`src/rtl/mem_arbiter.sv`:
```
// mem_arbiter: two-master arbiter for a pipelined Avalon-MM style memory port.
// Master 0 is the CPU, master 1 a loader/DMA engine. The grant is held while the
// slave stalls, and read-return IDs are kept in issue order so that each
// rddatavalid beat is routed back to the master that issued the read.
// Build option: define MEM_ARB_FIXED_PRIO_EN for fixed priority (m0 wins every
// conflict); the default build is round-robin.
module mem_arbiter #(
    parameter int unsigned MAX_OUTSTANDING = 4
) (
    input  logic        clk,
    input  logic        reset,
    input  logic [15:0] i_m0_addr,
    input  logic [15:0] i_m1_addr,
    input  logic [15:0] i_m0_wrdata,
    input  logic [15:0] i_m1_wrdata,
    input  logic        i_m0_rd,
    input  logic        i_m1_rd,
    input  logic        i_m0_wr,
    input  logic        i_m1_wr,
    output logic        o_m0_wait,
    output logic        o_m1_wait,
    output logic [15:0] o_m0_rddata,
    output logic [15:0] o_m1_rddata,
    output logic        o_m0_rddatavalid,
    output logic        o_m1_rddatavalid,
    output logic [15:0] o_mem_addr,
    output logic [15:0] o_mem_wrdata,
    output logic        o_mem_rd,
    output logic        o_mem_wr,
    input  logic        i_mem_wait,
    input  logic [15:0] i_mem_rddata,
    input  logic        i_mem_rddatavalid,
    output logic        o_err
);

    localparam int unsigned PtrW = $clog2(MAX_OUTSTANDING);
    localparam int unsigned CntW = PtrW + 1;

    typedef enum logic [0:0] {StIdle, StLocked} state_e;

    state_e                     state_q, state_d;
    logic                       lock_id_q, lock_id_d;
    logic [MAX_OUTSTANDING-1:0] fifo_q;
    logic [PtrW-1:0]            wr_ptr_q, rd_ptr_q;
    logic [CntW-1:0]            count_q;
    logic                       err_q;

    logic [1:0] req, is_wr, is_rd, elig, accepted;
    logic       full, empty, gnt_valid, gnt_id, accept, push, pop, head;

    // A request with both strobes set is a write; rd is ignored.
    assign req   = {i_m1_rd | i_m1_wr, i_m0_rd | i_m0_wr};
    assign is_wr = {i_m1_wr, i_m0_wr};
    assign is_rd = req & ~is_wr;
    assign full  = (count_q == CntW'(MAX_OUTSTANDING));
    assign empty = (count_q == '0);
    // Reads need a free ID slot; writes never wait on the FIFO.
    assign elig  = is_wr | (is_rd & {2{~full}});

`ifndef MEM_ARB_FIXED_PRIO_EN
    logic last_q;
`endif

    // Grant selection: arbitrate in IDLE, hold the stalled master in LOCKED.
    always_comb begin
        gnt_valid = 1'b0;
        gnt_id    = 1'b0;
        unique case (state_q)
            StIdle: begin
                if (elig[0] && elig[1]) begin
                    gnt_valid = 1'b1;
`ifdef MEM_ARB_FIXED_PRIO_EN
                    gnt_id    = 1'b0;
`else
                    gnt_id    = ~last_q;
`endif
                end else if (elig[0]) begin
                    gnt_valid = 1'b1;
                end else if (elig[1]) begin
                    gnt_valid = 1'b1;
                    gnt_id    = 1'b1;
                end
            end
            StLocked: begin
                // A dropped request leaves no grant, so nothing is accepted.
                gnt_id    = lock_id_q;
                gnt_valid = elig[lock_id_q];
            end
            default: ;
        endcase
    end

    assign accept   = gnt_valid & ~i_mem_wait;
    assign accepted = accept ? (gnt_id ? 2'b10 : 2'b01) : 2'b00;
    assign push     = accept & is_rd[gnt_id];
    assign pop      = i_mem_rddatavalid & ~empty;
    assign head     = fifo_q[rd_ptr_q];

    // Next state: lock on a stalled grant, release on acceptance or dropped request.
    always_comb begin
        state_d   = state_q;
        lock_id_d = lock_id_q;
        unique case (state_q)
            StIdle: begin
                if (gnt_valid && i_mem_wait) begin
                    state_d   = StLocked;
                    lock_id_d = gnt_id;
                end
            end
            StLocked: begin
                if (!gnt_valid || !i_mem_wait) state_d = StIdle;
            end
            default: state_d = StIdle;
        endcase
    end

    // Slave-side mux and master-side handshake; forced safe while reset is low.
    always_comb begin
        o_mem_rd         = 1'b0;
        o_mem_wr         = 1'b0;
        o_mem_addr       = '0;
        o_mem_wrdata     = '0;
        o_m0_wait        = 1'b1;
        o_m1_wait        = 1'b1;
        o_m0_rddatavalid = 1'b0;
        o_m1_rddatavalid = 1'b0;
        if (reset) begin
            o_mem_rd         = gnt_valid & is_rd[gnt_id];
            o_mem_wr         = gnt_valid & is_wr[gnt_id];
            if (gnt_valid) begin
                o_mem_addr   = gnt_id ? i_m1_addr : i_m0_addr;
                o_mem_wrdata = gnt_id ? i_m1_wrdata : i_m0_wrdata;
            end
            o_m0_wait        = req[0] & ~accepted[0];
            o_m1_wait        = req[1] & ~accepted[1];
            o_m0_rddatavalid = pop & ~head;
            o_m1_rddatavalid = pop & head;
        end
    end

    assign o_m0_rddata = i_mem_rddata;
    assign o_m1_rddata = i_mem_rddata;
    assign o_err       = err_q;

    // Arbitration state and read-ID FIFO registers.
    always_ff @(posedge clk or negedge reset) begin
        if (!reset) begin
            state_q   <= StIdle;
            lock_id_q <= 1'b0;
            fifo_q    <= '0;
            wr_ptr_q  <= '0;
            rd_ptr_q  <= '0;
            count_q   <= '0;
            err_q     <= 1'b0;
        end else begin
            state_q   <= state_d;
            lock_id_q <= lock_id_d;
            if (push) begin
                fifo_q[wr_ptr_q] <= gnt_id;
                wr_ptr_q         <= wr_ptr_q + PtrW'(1);
            end
            if (pop) rd_ptr_q <= rd_ptr_q + PtrW'(1);
            if (push && !pop) count_q <= count_q + CntW'(1);
            else if (pop && !push) count_q <= count_q - CntW'(1);
            if (i_mem_rddatavalid && empty) err_q <= 1'b1;
        end
    end

`ifndef MEM_ARB_FIXED_PRIO_EN
    // Round-robin pointer: master served by the last accepted transfer.
    always_ff @(posedge clk or negedge reset) begin
        if (!reset) begin
            last_q <= 1'b1;
        end else if (accept) begin
            last_q <= gnt_id;
        end
    end
`endif

endmodule

```
`config.mk`:
```
export PLATFORM = sky130hd
export DESIGN_NAME = mem_arbiter
export DESIGN_NICKNAME = d
export VERILOG_FILES = /design/src/rtl/mem_arbiter.sv
export SDC_FILE = /design/constraint.sdc
export NUM_CORES = 1
export LEC_CHECK = 0
export CORE_ASPECT_RATIO = 0.6
export CORE_MARGIN = 2
export CORE_UTILIZATION = 31
export CTS_CLUSTER_SIZE = 8
export DETAILED_ROUTE_END_ITERATION = 6
export GPL_TIMING_DRIVEN = 0
export PLACE_DENSITY = 0.88
export SYNTH_ARGS = -nofsm -noshare
export SYNTH_HDL_FRONTEND = slang
export SYNTH_SLANG_ARGS = --single-unit
```
`constraint.sdc`:
```
create_clock -name clk -period 3.22 [get_ports clk]
set_input_delay 0.644 -clock clk [delete_from_list [all_inputs] [get_ports clk]]
set_output_delay 0.644 -clock clk [all_outputs]
set_load 0.01 [all_outputs]
```
==> results.cfg <==
[drt]
post-route-drc-count = 0
drt_iter0_drc = 66
antenna_left = 0
vias = 2087
wirelength_mm = 6.03
drt_first_pass_iters = 4
avgViaCountPerCell = 4.68
route.detailed.wl_per_inst_um = 13.5

[synth]
synth.lib_cells_used.distinct = 40
register_bit_total_from_synthesis = 15
netlist_area_um2 = 1730
synth-warning-count = 0
ys_top_cells_by_area = sky130_fd_sc_hd__dfrtp_1 (20%), sky130_fd_sc_hd__nand2_1 (16%), sky130_fd_sc_hd__buf_4 (14%)
synth_seq_area_share = 0.218
yosys.area.top_type = sky130_fd_sc_hd__dfrtp_1
synth.avg_cell_area_um2 = 7.57
syn-num-nets = 322
synth_largest_type_area_fraction = 0.203
postSynthCellCount = 228

[placed_design]
placed_cells = 436
buffer_ports.inserted = 142
place.detailed.hpwl_mm = 4.89
place_congestion = 0.795
place_worst_setup_slack_ps = -547

[worst_setup_path]
timing_worst_setup_path_type = in2out
worstPathArrival_ps = 2480
worstSetupEndpointType = output pin
worst_r2r_path_depth = 10
crit_fanout = 10
crit_start = i_m1_rd
reg2reg_slack_ps = 310
kind_of_launch_point_of_the_worst_setup_path = input pin
r2r_start = count_q[0]
r2r-end = count_q[2]
critPathRequiredTime_ps = 2580

[die]
die_width_um = 100
floorplan.io_pins = 159
start_util = 0.331
fp.dieArea_um2 = 6200
die_height_um = 61.8
placeableCoreArea_um2 = 5200
rows = 20

[cts]
holdBufCountCts = 0
clock_sink_count = 15
worst_setup_hold_path_clk_slew_ps = 70
cts_tree = built
clock_tree.buffer_depth = 2
cts-htree-levels = 1
worst_skew_pair.late_latency_ps = 250
cts_inserted_buffers = 3
clock-root-buffer = sky130_fd_sc_hd__clkbuf_8

[final_layout]
nFillCells = 453
share_of_the_core_filled_with_cells = 0.635
insertedDiodeCount = 0
drive_above_1_share = 0.218
net_count_reported_at_finish = 475
area.growth.synth_to_final_pct = 91.6
layout.cells.non_filler = 446

[worst_hold_path]
holdPathStages = 1
hold_path.class = reg2reg
hold_end = o_err
hold_path_startpoint = o_err

[global_route]
first_global_vias = 2026
maximum_number_of_pins_on_one_net_before_global_route_repair = 21
grt_antenna_before_repair = 0
grt_first_pass_wirelength_mm = 8.93
grt_overflow = 0
track_usage = 0.180

[sta]
worst_slack_ps = 93.9
max_clock_freq_ghz = 0.320
post-route-min-period_ps = 3130
final_max_slew_viol_count = 0
final.period_utilization = 0.971
slew_headroom = 0.408
clock_skew_ps = 6.17
finalHoldWorstSlack_ps = 469
final-hold-violation-count = 0
finalSetupViolCount = 0
worst_slew_pin_slew_ps = 888

[power]
power.ir.vdd_worst_mv = 0.322
power.density_nw_per_um2 = 565
pleak_nw = 1.53

[outcome]
run_status = complete, no violations

[job]
max_cap_viol_count = 0
## registers in the layout, summed over array words and instances, names as in the netlist
signal	flops
lock_id_q	1
state_q	1
rd_ptr_q	2
fifo_q	4
wr_ptr_q	2
o_err	1
count_q	3
last_q	1
## cell type report
| cell class | count | area, um^2 | area share |
|---|---|---|---|
| inverter | 6 | 22.5 | 0.00681 |
| multi-input combinational | 165 | 1030 | 0.312 |
| sequential | 15 | 377 | 0.114 |
| timing repair buffer | 148 | 1390 | 0.421 |
| tap | 66 | 82.6 | 0.0250 |
| clock buffer | 3 | 41.3 | 0.0125 |
| clock inverter | 1 | 5.00 | 0.00151 |
| buffer | 42 | 353 | 0.107 |
## critical path: stages
cell	delay, ps
sky130_fd_sc_hd__clkdlybuf4s50_1	430
sky130_fd_sc_hd__nor2_1	280
sky130_fd_sc_hd__o21a_4	230
sky130_fd_sc_hd__nand2b_4	150
sky130_fd_sc_hd__buf_8	130
sky130_fd_sc_hd__buf_6	140
sky130_fd_sc_hd__nand2_1	60
sky130_fd_sc_hd__a21oi_1	120
sky130_fd_sc_hd__dlygate4sd2_1	290
## cell families (layout without fill, tap and decap cells)
family | Yosys count | count (layout) | synth area share
adder cells (fa/ha/maj) | 6 | 6 | 0.0479
AO/OA/AOI/OAI | 56 | 56 | 0.210
multiplexers | 4 | 4 | 0.0348
buffers and inverters | 48 | 200 | 0.205
XOR/XNOR | 6 | 6 | 0.0305
AND/OR/NAND/NOR | 93 | 93 | 0.253
flip-flops | 15 | 15 | 0.218
## cell usage after synthesis (all sizes together)
cell	instances
a31oi	4
xnor2	3
buf	42
dfrtp	14
mux2	3
a21oi	34
nand3b	1
ha	5
a21o	2
nor3	3
fa	1
mux4	1
xor2	3
o21ai	9
o31ai	1
a22oi	1
o22ai	1
nand2b	2
and3	1
o32a	1
inv	6
nor4b	2
nor2	5
o32ai	1
nor2b	5
o21a	1
nand2	73
dfstp	1
and2	1
o2bb2ai	1
## where the power goes
part	switching, W	internal (W)	total (W)
sequential	0.0000954	0.000269	0.000364
combinational	0.000658	0.000690	0.00135
clock	0.0000704	0.0000859	0.000156
total	0.000824	0.00104	0.00187
## routing by layer
layer  vias up  wire length, um  GRT usage
met2        86             3180      0.361
li1       1031                -          -
met5         -                0          0
met3        10              470     0.0481
met1       960             2320      0.198
met4         0               61     0.0372
## what timing repair did
item,4_1_cts,5_1_grt
pin swaps,4,0
resized for setup,53,27
gates cloned,3,0
setup buffers,3,0
endpoints found under the setup margin,36,18
## placed cells by master, fill, tap and decap left out, drive strengths merged, types with 4 or more instances in the layout
cell type      netlist  final
a21oi               34     34
a31oi                4      4
buf                 42     48
clkbuf               0     14
clkdlybuf4s50        0    102
dfrtp               14     14
dlygate4sd2          0     25
ha                   5      5
inv                  6      6
nand2               73     73
nor2                 5      5
nor2b                5      5
o21ai                9      9
## how the worst max path moves through the flow
stage	to	slack, ps	depth (start not counted)
final	o_mem_wrdata[13]	90	9
after CTS	o_m0_wait	-130	9
after global routing	count_q[2]	-10	12
after detailed placement	o_mem_wrdata[12]	-550	5
after global placement	o_mem_wrdata[12]	-510	5
after floorplan	count_q[2]	660	10
## per-stage QoR
step                setup TNS [ps]  power (W)  instance area [um^2]
floorplan                        0    0.00116                  1730
global placement            -15490    0.00168                  3230
detailed placement          -16910    0.00172                  3230
CTS                           -133    0.00187                  3320
global route                 -13.6    0.00202                  3310
finish                           0    0.00187                  3310
(Power assumes the default switching activity.)
